==> src/rtl/dom_rng_pkg.sv <==
// Shared types, constants and the LFSR step function for the DOM fresh-randomness source.
package dom_rng_pkg;

    localparam int LFSR_W = 32;

    // Tap mask for x^32 + x^22 + x^2 + x + 1: state bits 31, 21, 1 and 0.
    localparam logic [LFSR_W-1:0] LFSR_TAPS = 32'h8020_0003;

    localparam logic [LFSR_W-1:0] ZERO_SEED = 32'hACE1_0001;

    typedef enum logic [1:0] {
        UNSEEDED = 2'd0,
        LOAD     = 2'd1,
        WARM     = 2'd2,
        RUN      = 2'd3
    } rng_state_e;

    function automatic logic [LFSR_W-1:0] lfsr_step(input logic [LFSR_W-1:0] s);
        return {s[LFSR_W-2:0], ^(s & LFSR_TAPS)};
    endfunction

endpackage

==> src/rtl/dom_rng_lane.sv <==
// One 32-bit Fibonacci LFSR lane with seed load, step enable and zero-seed substitution.
module dom_rng_lane
    import dom_rng_pkg::*;
#(
    parameter int IDX = 0
) (
    input  logic              clk,
    input  logic              rst,
    input  logic              load,
    input  logic              step,
    input  logic [LFSR_W-1:0] seed,
    output logic              msb
);

    logic [LFSR_W-1:0] s;
    logic [LFSR_W-1:0] guarded;

    // An all-zero LFSR would lock up, so a zero seed is replaced by a lane-unique constant.
    assign guarded = (seed == '0) ? (ZERO_SEED ^ LFSR_W'(IDX)) : seed;

    always_ff @(posedge clk or negedge rst) begin
        if (!rst) begin
            s <= '0;
        end else if (load) begin
            s <= guarded;
        end else if (step) begin
            s <= lfsr_step(s);
        end
    end

    assign msb = s[LFSR_W-1];

endmodule

==> src/rtl/dom_rng.sv <==
// Fresh-randomness source for DOM AND gadgets: LANES parallel LFSRs, seeded word by word,
// warmed up, then advanced only when the consumer accepts a value.
module dom_rng
    import dom_rng_pkg::*;
#(
    parameter  int D      = 2,
    parameter  int W      = 1,
    parameter  int WARMUP = 64,
    localparam int Z      = D * (D - 1) / 2,
    localparam int LANES  = Z * W
) (
    input  logic             clk,
    input  logic             rst,
    input  logic [31:0]      seed_i,
    input  logic             seed_valid_i,
    output logic             seed_ready_o,
    output logic [LANES-1:0] rnd_o,
    output logic             rnd_valid_o,
    input  logic             rnd_ready_i,
    output logic             busy_o,
    output rng_state_e       fsm_state
);

    localparam int IDX_W = (LANES > 1) ? $clog2(LANES) : 1;
    localparam int CNT_W = (WARMUP > 0) ? $clog2(WARMUP + 1) : 1;
    localparam logic [IDX_W-1:0] IDX_LAST = IDX_W'(LANES - 1);

    rng_state_e       state_q, state_d;
    logic [IDX_W-1:0] idx_q, idx_d;
    logic [CNT_W-1:0] cnt_q, cnt_d;

    logic             seed_fire;
    logic             rnd_fire;
    logic             restart;
    logic             step_all;
    logic [LANES-1:0] load_en;

    // Handshakes: a transfer happens on a rising edge where valid and ready are both high.
    // Valid may not drop and data may not change until the transfer has happened.
    assign seed_fire = seed_valid_i & seed_ready_o;
    assign rnd_fire  = rnd_valid_o & rnd_ready_i;
    assign restart   = seed_fire && (state_q == UNSEEDED || state_q == RUN);

    // A reseed in RUN wins over the concurrent draw: the draw completes but the lanes do not step.
    assign step_all  = (state_q == WARM && cnt_q != '0)
                     || (state_q == RUN && rnd_fire && !seed_fire);

    always_ff @(posedge clk or negedge rst) begin
        if (!rst) begin
            state_q <= UNSEEDED;
            idx_q   <= '0;
            cnt_q   <= '0;
        end else begin
            state_q <= state_d;
            idx_q   <= idx_d;
            cnt_q   <= cnt_d;
        end
    end

    always_comb begin
        state_d = state_q;
        idx_d   = idx_q;
        cnt_d   = cnt_q;
        case (state_q)
            UNSEEDED, RUN: begin
                if (seed_fire) begin
                    idx_d = IDX_W'(1);
                    if (LANES == 1) begin
                        state_d = WARM;
                        cnt_d   = CNT_W'(WARMUP);
                    end else begin
                        state_d = LOAD;
                    end
                end
            end
            LOAD: begin
                if (seed_fire) begin
                    idx_d = idx_q + IDX_W'(1);
                    if (idx_q == IDX_LAST) begin
                        state_d = WARM;
                        cnt_d   = CNT_W'(WARMUP);
                    end
                end
            end
            WARM: begin
                if (cnt_q == '0) begin
                    state_d = RUN;
                end else begin
                    cnt_d = cnt_q - CNT_W'(1);
                end
            end
            default: state_d = UNSEEDED;
        endcase
    end

    // All status outputs decode the state register only, so rnd_ready_i never reaches them.
    always_comb begin
        seed_ready_o = (state_q != WARM);
        rnd_valid_o  = (state_q == RUN);
        busy_o       = (state_q == LOAD) || (state_q == WARM);
        fsm_state    = state_q;
    end

    for (genvar i = 0; i < LANES; i++) begin : g_lane
        assign load_en[i] = (restart && (i == 0))
                          || (seed_fire && state_q == LOAD && idx_q == IDX_W'(i));

        dom_rng_lane #(
            .IDX (i)
        ) u_lane (
            .clk  (clk),
            .rst  (rst),
            .load (load_en[i]),
            .step (step_all),
            .seed (seed_i),
            .msb  (rnd_o[i])
        );
    end

endmodule
==> config.mk <==
export PLATFORM = sky130hd
export DESIGN_NAME = dom_rng
export DESIGN_NICKNAME = d
export VERILOG_FILES = /design/src/rtl/dom_rng_pkg.sv /design/src/rtl/dom_rng_lane.sv /design/src/rtl/dom_rng.sv
export SDC_FILE = /design/constraint.sdc
export NUM_CORES = 1
export LEC_CHECK = 0
export CELL_PAD_IN_SITES_DETAIL_PLACEMENT = 0
export CELL_PAD_IN_SITES_GLOBAL_PLACEMENT = 1
export CORE_ASPECT_RATIO = 0.75
export CORE_MARGIN = 1
export CORE_UTILIZATION = 37
export CTS_CLUSTER_DIAMETER = 100
export DETAILED_ROUTE_END_ITERATION = 7
export GPL_ROUTABILITY_DRIVEN = 1
export PLACE_DENSITY = 0.77
export SYNTH_ARGS = -nofsm -noshare
export SYNTH_HDL_FRONTEND = slang
export SYNTH_SLANG_ARGS = --single-unit
==> constraint.sdc <==
create_clock -name clk -period 3.8 [get_ports clk]
set_input_delay 0.38 -clock clk [delete_from_list [all_inputs] [get_ports clk]]
set_output_delay 0.38 -clock clk [all_outputs]
set_load 0.01 [all_outputs]
==> results of run 1 <==
==> stage by stage <==
stage                     total power [mW]  cells  hold WS, ps  setup slack, ps  utilization, %
after floorplan                     0.4591    221        84.41             2007               -
after global placement              0.5121    331        461.8             1319           48.01
after detailed placement            0.5115    331        466.6             1279           48.01
after CTS                           0.8644    339        261.0             1407           49.92
after global routing                0.8840    339        320.0             1174           49.92
final                               0.8482    339        222.2             1408           49.92
==> synthesized netlist by cell type (2+ instances only) <==
library cell and number:
a21oi_1 10, a22oi_1 14, buf_2 5, buf_6 2, dfrtp_1 42, ha_1 5
inv_1 5, mux2i_1 17, nand2_1 40, nand3b_1 2, nand4_1 2, nor2_1 11
nor2_2 2, nor3_1 11, nor4_1 8, o211ai_1 2, o21ai_0 6, o21ai_1 8
o21ai_2 2, o31ai_1 2, xnor2_1 2, xor2_1 4
==> cell type report <==
type | count | area (sq um)
Clock buffer | 7 | 76.32
Clock inverter | 1 | 30.03
Fill cell | 508 | 2781
Inverter | 6 | 22.52
Multi-Input combinational cell | 165 | 1079
Sequential cell | 42 | 1051
Tap cell | 75 | 93.84
Timing Repair Buffer | 43 | 420.4
==> registers in the layout, indices dropped and copies added, names as in the netlist <==
| name | flops |
|---|---|
| cnt_q | 7 |
| fsm_state | 2 |
| g_lane.u_lane.s | 32 |
| idx_q | 1 |
==> worst max-delay path: stages (launching register included) <==
cell	delay (ps)
dfrtp_1	420
inv_1	70
ha_1	320
inv_2	140
a32oi_4	870
buf_4	320
a22oi_1	80
nand2_1	110
==> routing by layer <==
| layer | GRT usage (%) | up-vias |
|---|---|---|
| met5 | 0 | - |
| met3 | 4.057 | 5 |
| met4 | 6.548 | 0 |
| li1 | - | 882 |
| met1 | 25.79 | 831 |
| met2 | 25.76 | 50 |
==> cell families (layout without fill, tap and decap cells) <==
group	Yosys count	count (layout)	synth area share (%)
buf+inv	14	57	3.515
simple gates	86	86	19.78
mux	17	17	7.710
xor+xnor	6	6	2.381
fa+ha+maj	5	5	2.834
compound gates	51	51	16.16
flops	42	42	47.62
==> where the power goes <==
part | leakage (nW) | switching (mW) | total, mW | internal, mW
Clock | 0.0524 | 0.150 | 0.346 | 0.197
Sequential | 0.559 | 0.000607 | 0.448 | 0.447
Combinational | 0.720 | 0.0212 | 0.0542 | 0.0330
Total | 1.33 | 0.171 | 0.848 | 0.677
==> cell usage in the layout (no fill, tap or decap), drive strengths merged, types with 3 or more instances in the layout <==
| cell type | instances |
|---|---|
| dfrtp | 42 |
| inv | 6 |
| a21oi | 11 |
| xor2 | 4 |
| nor4 | 8 |
| nor3 | 12 |
| nand2 | 41 |
| buf | 3 |
| clkbuf | 7 |
| a22oi | 14 |
| ha | 5 |
| o21ai | 16 |
| mux2i | 17 |
| clkdlybuf4s50 | 40 |
| nor2 | 14 |
==> final timing paths <==
| path | start | end | slack [ps] | cells after the start |
|---|---|---|---|---|
| worst max register to register | fsm_state[0] | g_lane[0].u_lane.s[10] | 1410 | 7 |
| worst max-delay path | fsm_state[0] | g_lane[0].u_lane.s[10] | 1410 | 7 |
| max in group asynchronous | rst | g_lane[0].u_lane.s[19] | 2990 | 1 |
| worst min-delay path | rst | g_lane[0].u_lane.s[4] | 220 | 1 |
| worst min register to register | g_lane[0].u_lane.s[18] | g_lane[0].u_lane.s[18] | 480 | 2 |
| min in group clk | g_lane[0].u_lane.s[18] | g_lane[0].u_lane.s[18] | 480 | 2 |
==> results.rst, run 1 <==
.. list-table::
   :header-rows: 1

   * - Metric
     - Value
   * - Leakage power total
     - 1.331 nW
   * - Global-route wire length before repair
     - 8418 um
   * - Proportion of register bits with asynchronous set or reset after synthesis
     - 100.0%
   * - Initial cell density of the core
     - 39.74%
   * - Most used flip-flop cell after synthesis
     - dfrtp_1
   * - Crit path max fanout
     - 24
   * - Setup Viol. Count Final
     - 0
   * - Worst clock skew on the final layout
     - 9.357 ps
   * - Clk sink count
     - 42
   * - Most area-consuming cells after synthesis
     - dfrtp_1 48%, mux2i_1 7.7%, nand2_1 6.8%, a22oi_1 4.8%, ha_1 2.8%
   * - Post-synth top area share
     - 47.62%
   * - H-Tree Level Count
     - 2
   * - Count of vias placed by the detailed router
     - 1768
   * - Count of hold buffers inserted by post-cts repair
     - 0
   * - Fraction of the yosys area taken by sequential cells
     - 47.62%
   * - Antenna diode count
     - 0
   * - Area Growth Syn to Fin
     - 25.62%
   * - Global routing usage summed across all routing layers
     - 17.74%
   * - Setup repair after global routing missed its margin
     - false
   * - Area enclosed by the die boundary
     - 6281 sq um
   * - Post-detailed-route via-to-cell ratio
     - 5.215
   * - Number of post-CTS setup repair buffers
     - 0
   * - Vias in the first global route
     - 1694
   * - Maximum number of pins on one net before global-route repair
     - 43
   * - Type of the worst min-delay path
     - in2async
   * - Power per unit of standard cell area
     - 305.9 nW/um^2
   * - Topmost layer with routed signal wires
     - met4
   * - Critical path required time
     - 4030 ps
   * - Net count after synthesis
     - 262
   * - Final worst path period need
     - 2392 ps
   * - Critical Setup Path Class
     - reg2reg
   * - Outcome
     - complete, no violations
   * - Total global routing overflow
     - 0
   * - Count of cells resized by post-cts repair
     - 0
   * - Die Wd
     - 91.18 um
   * - Max capacitance violation total
     - 0
   * - Unique cell type count in the Yosys netlist
     - 41
   * - I/O Pins
     - 42
   * - First drt pass iteration count
     - 4
   * - Yosys top cell by area
     - dfrtp_1
   * - Post-CTS clock slew at the launch and capture registers of the worst setup and hold paths
     - 80 ps
   * - Met3 wire len
     - 256 um
   * - Cell area after placement
     - 2666 sq um
   * - Final wirelength
     - 4836 um
   * - CTS Buf Count
     - 5
   * - Cell count after synthesis
     - 221
   * - Number of violations reported at the end of detailed-routing iteration 0
     - 131
   * - Metal1 wirelength
     - 2429 um
   * - Placeable core area
     - 5554 sq um
   * - Final antenna-violating net count
     - 0
   * - Number of synthesized register bits
     - 42
   * - Final setup TNS
     - 0 ps
   * - Share of layout cells above drive strength 1
     - 9.091%
   * - Rows
     - 23
   * - Clock buffer depth
     - 2
   * - Floorplan die height
     - 68.89 um
   * - Type of element capturing the critical path
     - register
   * - NumNets Final
     - 304
   * - CTS tree
     - built
   * - Period Utilization, post-route
     - 62.94%
   * - Clock root buffer master
     - clkbuf_8
   * - Yosys synthesis warning count
     - 0
   * - HPWL Detailed
     - 3483 um
   * - Highest achievable clock rate
     - 0.4181 GHz
   * - Post-route cell area
     - 2773 sq um
   * - Initial antenna violation count
     - 0
   * - Transition time of the tightest slew-check pin
     - 1082 ps
   * - Slew HR
     - 27.86%
   * - Worst VDD drop
     - 0.0001300 V
   * - Type of element launching the critical path
     - register
   * - Count of final hold-check violations
     - 0
   * - Arrival time at the worst endpoint
     - 2630 ps
   * - Netlist area before placement
     - 2207 sq um
   * - Metal2 WL
     - 2098 um
   * - PortBufs
     - 41
   * - Placer's final routability congestion estimate
     - 0.7789
   * - Insertion delay of the later-clocked pin in the worst-skew pair
     - 290 ps
   * - EDFF count, synth
     - 0
   * - Remaining design rule violation count
     - 0
   * - Per-instance average area after synthesis
     - 9.987 sq um
   * - Routed len/inst
     - 14.27 um
   * - Final slew viol count
     - 0
No activity file was read; power rests on OpenSTA's default activity.
==> run 2: changes to the inputs <==
==> constraint.sdc (replaced) <==
create_clock -name clk -period 2.47 [get_ports clk]
set_input_delay 0.247 -clock clk [delete_from_list [all_inputs] [get_ports clk]]
set_output_delay 0.247 -clock clk [all_outputs]
set_load 0.01 [all_outputs]
==> results.rst, run 2 (synthesis gave the netlist of run 1 again) <==
.. list-table::
   :header-rows: 1

   * - Metric
     - Value
   * - Arrival time at the worst endpoint
     - 2230 ps
   * - Area Growth Syn to Fin
     - 27.72%
   * - PortBufs
     - 41
   * - Part of the power in registers
     - 52.0%
   * - H-Tree Level Count
     - 2
   * - Initial cell density of the core
     - 39.74%
   * - Clk sink count
     - 42
   * - Net Sw Frac
     - 19.81%
   * - Worst VDD drop
     - 0.0002463 V
   * - Final slew viol count
     - 0
   * - Fill cell count
     - 523
   * - Floorplan die height
     - 68.89 um
   * - Routed len/inst
     - 14.58 um
   * - Final wirelength
     - 4957 um
   * - Leakage power total
     - 1.355 nW
   * - Slew HR
     - 37.02%
   * - Maximum number of pins on one net before global-route repair
     - 43
   * - Transition time of the tightest slew-check pin
     - 944.6 ps
   * - CTS tree
     - built
   * - Type of element capturing the critical path
     - register
   * - Vias in the first global route
     - 1687
   * - Number of post-CTS setup repair buffers
     - 0
   * - Worst clock skew on the final layout
     - 5.231 ps
   * - CTS Buf Count
     - 5
   * - Period Utilization, post-route
     - 83.15%
   * - NumNets Final
     - 306
   * - Initial antenna violation count
     - 0
   * - Rows
     - 23
   * - Post-detailed-route via-to-cell ratio
     - 5.232
   * - Global routing usage summed across all routing layers
     - 17.41%
   * - Outcome
     - complete, no violations
   * - Max reg flops
     - 32
   * - Reg2reg path depth
     - 7
   * - Count of final hold-check violations
     - 0
   * - Critical Setup Path Class
     - reg2reg
   * - Type of the worst min-delay path
     - in2async
   * - Final worst path period need
     - 2054 ps
   * - Area enclosed by the die boundary
     - 6281 sq um
   * - Part of the total power dissipated in the clock network
     - 41.7%
   * - Leading cell type in the layout, fill and taps excluded
     - dfrtp_1
   * - Final setup TNS
     - 0 ps
   * - Placeable core area
     - 5554 sq um
   * - Post-CTS clock slew at the launch and capture registers of the worst setup and hold paths
     - 80 ps
   * - Insertion delay of the later-clocked pin in the worst-skew pair
     - 290 ps
   * - Internal power summed over all cells
     - 1.062 mW
   * - R2R Setup Slk
     - 420 ps
   * - Worst hold slack after final layout
     - 90.29 ps
   * - Critical path required time
     - 2640 ps
   * - Final antenna-violating net count
     - 0
   * - Topmost layer with routed signal wires
     - met4
   * - Final non-filler cell total
     - 340
   * - Placer's final routability congestion estimate
     - 0.7590
   * - Count of vias placed by the detailed router
     - 1779
   * - Net switching power of the design
     - 262.3 uW
   * - First drt pass iteration count
     - 4
   * - Setup repair after global routing missed its margin
     - false
   * - Number of violations reported at the end of detailed-routing iteration 0
     - 145
   * - Type of element launching the critical path
     - register
   * - Post-route cell area
     - 2819 sq um
   * - Clock root buffer master
     - clkbuf_8
   * - HPWL Detailed
     - 3613 um
   * - Cell area after placement
     - 2706 sq um
   * - Clock buffer depth
     - 2
   * - Setup Viol. Count Final
     - 0
   * - Number of placed cells counting well taps
     - 333
   * - I/O Pins
     - 42
   * - Share of layout cells above drive strength 1
     - 10.19%
   * - Metal2 WL
     - 2067 um
   * - Global-route wire length before repair
     - 8431 um
   * - Total global routing overflow
     - 0
   * - Post-route core utilization
     - 50.75%
   * - Fraction of power consumed by combinational cells
     - 6.3%
   * - Highest achievable clock rate
     - 0.4869 GHz
   * - Count of cells resized by post-cts repair
     - 0
   * - Remaining design rule violation count
     - 0
   * - Power per unit of standard cell area
     - 469.8 nW/um^2
   * - Die Wd
     - 91.18 um
   * - Metal1 wirelength
     - 2664 um
   * - Antenna diode count
     - 0
   * - Crit path max fanout
     - 7
   * - Met3 wire len
     - 201 um
   * - Commonest cells after routing, fill and taps aside
     - 42 x dfrtp_1, 40 x nand2_1, 40 x clkdlybuf4s50_1, 17 x mux2i_1, 14 x a22oi_1
   * - Largest reg by FF count
     - g_lane.u_lane.s
   * - Max capacitance violation total
     - 0
   * - Count of hold buffers inserted by post-cts repair
     - 0
[run 2: final cells by class]
| class | count | area, sq um | area share, % |
|---|---|---|---|
| Sequential cell | 42 | 1051 | 37.28 |
| Timing Repair Buffer | 45 | 460.4 | 16.33 |
| Multi-Input combinational cell | 165 | 1079 | 38.26 |
| Clock inverter | 1 | 30.03 | 1.065 |
| Inverter | 6 | 22.52 | 0.7989 |
| Clock buffer | 6 | 82.58 | 2.929 |
| Tap cell | 75 | 93.84 | 3.329 |
[run 2: power groups by stage]
stage,Combinational (mW),Sequential (mW),Clock (mW)
2_1_floorplan,0.00391,0.702,0
6_report,0.0836,0.689,0.552
4_1_cts,0.0848,0.689,0.568
3_5_place_dp,0.0845,0.702,0
3_3_place_gp,0.0849,0.703,0
5_1_grt,0.0908,0.689,0.598
[run 2: worst paths after layout]
check	start	end
setup / recovery	fsm_state[0]	cnt_q[6]
hold / removal	rst	cnt_q[0]
setup reg to reg	fsm_state[0]	cnt_q[6]
hold reg to reg	g_lane[0].u_lane.s[2]	g_lane[0].u_lane.s[2]
max in group asynchronous	rst	idx_q
min in group clk	g_lane[0].u_lane.s[2]	g_lane[0].u_lane.s[2]
[run 2: layer usage]
metal,vias to the layer above,global-route usage (%)
li1,885,-
met1,846,25.65
met2,44,26.23
met3,4,3.947
met4,0,3.571
met5,-,0
[run 2: critical path, stage by stage, from the launching register on]
cell and delay (ps):
dfrtp_1 430, inv_1 70, ha_1 320, nand2b_4 220, nor2_2 70, nor2_2 270, nor2_1 160, or3b_1 390
[run 2: metrics by stage]
stage          power, mW  setup WS (ps)
2_1_floorplan     0.7064          676.8
3_3_place_gp      0.7874          437.3
3_5_place_dp      0.7870          446.2
4_1_cts            1.341          420.1
5_1_grt            1.378          258.8
6_report           1.324          416.3
==> RTL change, RTL diff (settings of run 2) <==
The parameter `D` goes from 2 to 4.
--- a/src/rtl/dom_rng.sv
+++ b/src/rtl/dom_rng.sv
@@ -3,7 +3,7 @@
 module dom_rng
     import dom_rng_pkg::*;
 #(
-    parameter  int D      = 2,
+    parameter  int D      = 4,
     parameter  int W      = 1,
     parameter  int WARMUP = 64,
     localparam int Z      = D * (D - 1) / 2,
Interface: changed (resized rnd_o); port bits go from 42 to 47. The function was not compared with the original's and may differ.
==> RTL change against run 2 <==
Utilization is 5.0 points lower. Power grew to 11 times the old value. Area after synthesis increased to 4.3 times the old value. First-iteration DRC count rose to 4.9 times the old value. Final area grew to 4.1 times the old value. Wire length grew to 5.4 times the old value. Sequential cell count is 162 higher. Worst setup slack worse by 0.24 ns. Critical path type is now reg2out. Largest cell class is now registers. Highest routed layer unchanged.
==> RTL change: results (changes against run 2) <==
Status - completed
Non-CTS buffers - 105 (+130%)
Top delay family on crit path - buffers and inverters
Total Routing Usage GR - 0.209 (+0.0351)
Grt peak-use layer - met1
Initial DRC count - 708 (+390%)
Slowest stage delay, CP - 0.57 ns (+0.14 ns)
Gpl congestion - 0.803 (+5.8%)
Area of the multi-input gates - 4030 µm² (+270%)
Largest net degree at the start of global routing - 65 (+51%)
Dpl ws - -0.618 ns (-1.06 ns)
Worst IR Drop VDD - 614 µV (+150%)
Inverter count - 9 (+3)
Fillcell total - 2385 (+360%)
Fin nets - 1181 (+290%)
Routed vias - 8064 (+350%)
Clock group share of total power - 0.244 (-0.173)
Register area - 5100 µm² (+390%)
Worst Max-Slew Pin Slew - 0.706 ns (-0.238 ns)
Later-pin clock latency in the skew report - 0.52 ns (+0.23 ns)
Routed length on met2 - 10700 µm (+420%)
Vias in the first global route - 7662 (+350%)
Unique masters post-synth - 42 (+2.4%)
M1 GR Usage - 0.330 (+0.0738)
LEAKAGE - 5.05 nW (+270%)
Logic power comb - 0.00559 W (+6600%)
Psw - 0.00563 W (+2000%)
Synth cell count leaders - nand2_1, dfrtp_1, nor2_1
Max clock buf depth - 3 (+1)
Cell Area, Synth - 9490 µm² (+330%)
Routed WL - 26700 µm (+440%)
CTS Root Cell - clkbuf_16
Crit path max-delay cell type - clkdlybuf4s50_1
Reg clk slew, reported paths - 0.06 ns (-0.02 ns)
CTS H-Tree Depth - 1 (-1)
Top cells by area, synth - dfrtp_1, nand2_1, a31oi_1
Hpwl dp - 17300 µm (+380%)
Met2 usage - 0.288 (+0.0252)
Syn_nets - 1134 (+330%)
Routed wl met3 - 2020 µm (+910%)
Clock skew - 0.0206 ns (+0.0154 ns)
Dpl cell area - 10600 µm² (+290%)
Met3 Usage GRT - 0.0518 (+0.0123)
Number of synthesized register bits - 204 (+390%)
CTS Buf Count - 23 (+18)
Met1 wire length - 13700 µm (+410%)
Synthesis-to-layout area growth - 20.8%
==> RTL change: kinds of logic (layout without fill, tap and decap cells) <==
kind of cell / count (synthesis) / in the layout / synth area share
buffers and inverters: 92 / 156 / 0.0428
muxes: 1 / 1 / 0.00105
DFF: 204 / 204 / 0.538
and+or+nand+nor: 536 / 536 / 0.230
xor gates and xnor gates: 18 / 18 / 0.0166
AOI/OAI and AO/OA: 225 / 225 / 0.157
adders and majority gates: 11 / 11 / 0.0145
==> RTL change: per-stage QoR <==
step	utilization	instances	setup TNS (ns)	hold slack, ns
5_1_grt	0.457	1489	0	0.300
3_5_place_dp	0.424	1446	-30.32	0.246
2_1_floorplan	-	1087	0	-0.0486
6_report	0.457	1489	0	0.260
4_1_cts	0.457	1489	0	0.276
3_3_place_gp	0.424	1446	-31.90	0.251
==> RTL change: worst paths after layout <==
check	from	endpoint	slack, ns	depth (start not counted)
min in group clk	g_lane[0].u_lane.s[10]$_DFFE_PN0P_	g_lane[0].u_lane.s[10]$_DFFE_PN0P_	0.48	2
worst max-delay path	fsm_state[0]$_DFFE_PN0P_	seed_ready_o	0.18	4
worst max register to register	cnt_q[0]$_DFFE_PN0P_	g_lane[5].u_lane.s[2]$_DFFE_PN0P_	0.26	8
worst min-delay path	rst	g_lane[5].u_lane.s[28]$_DFFE_PN0P_	0.26	2
max in group asynchronous	rst	g_lane[5].u_lane.s[25]$_DFFE_PN0P_	1.51	3
worst min register to register	g_lane[0].u_lane.s[10]$_DFFE_PN0P_	g_lane[0].u_lane.s[10]$_DFFE_PN0P_	0.48	2
==> RTL change: repair_timing <==
item / CTS / global route
hold endpoints to repair: 50 / 0
endpoints found under the setup margin: 44 / 28
hold buffers: 1 / 0
resized for setup: 1 / 1
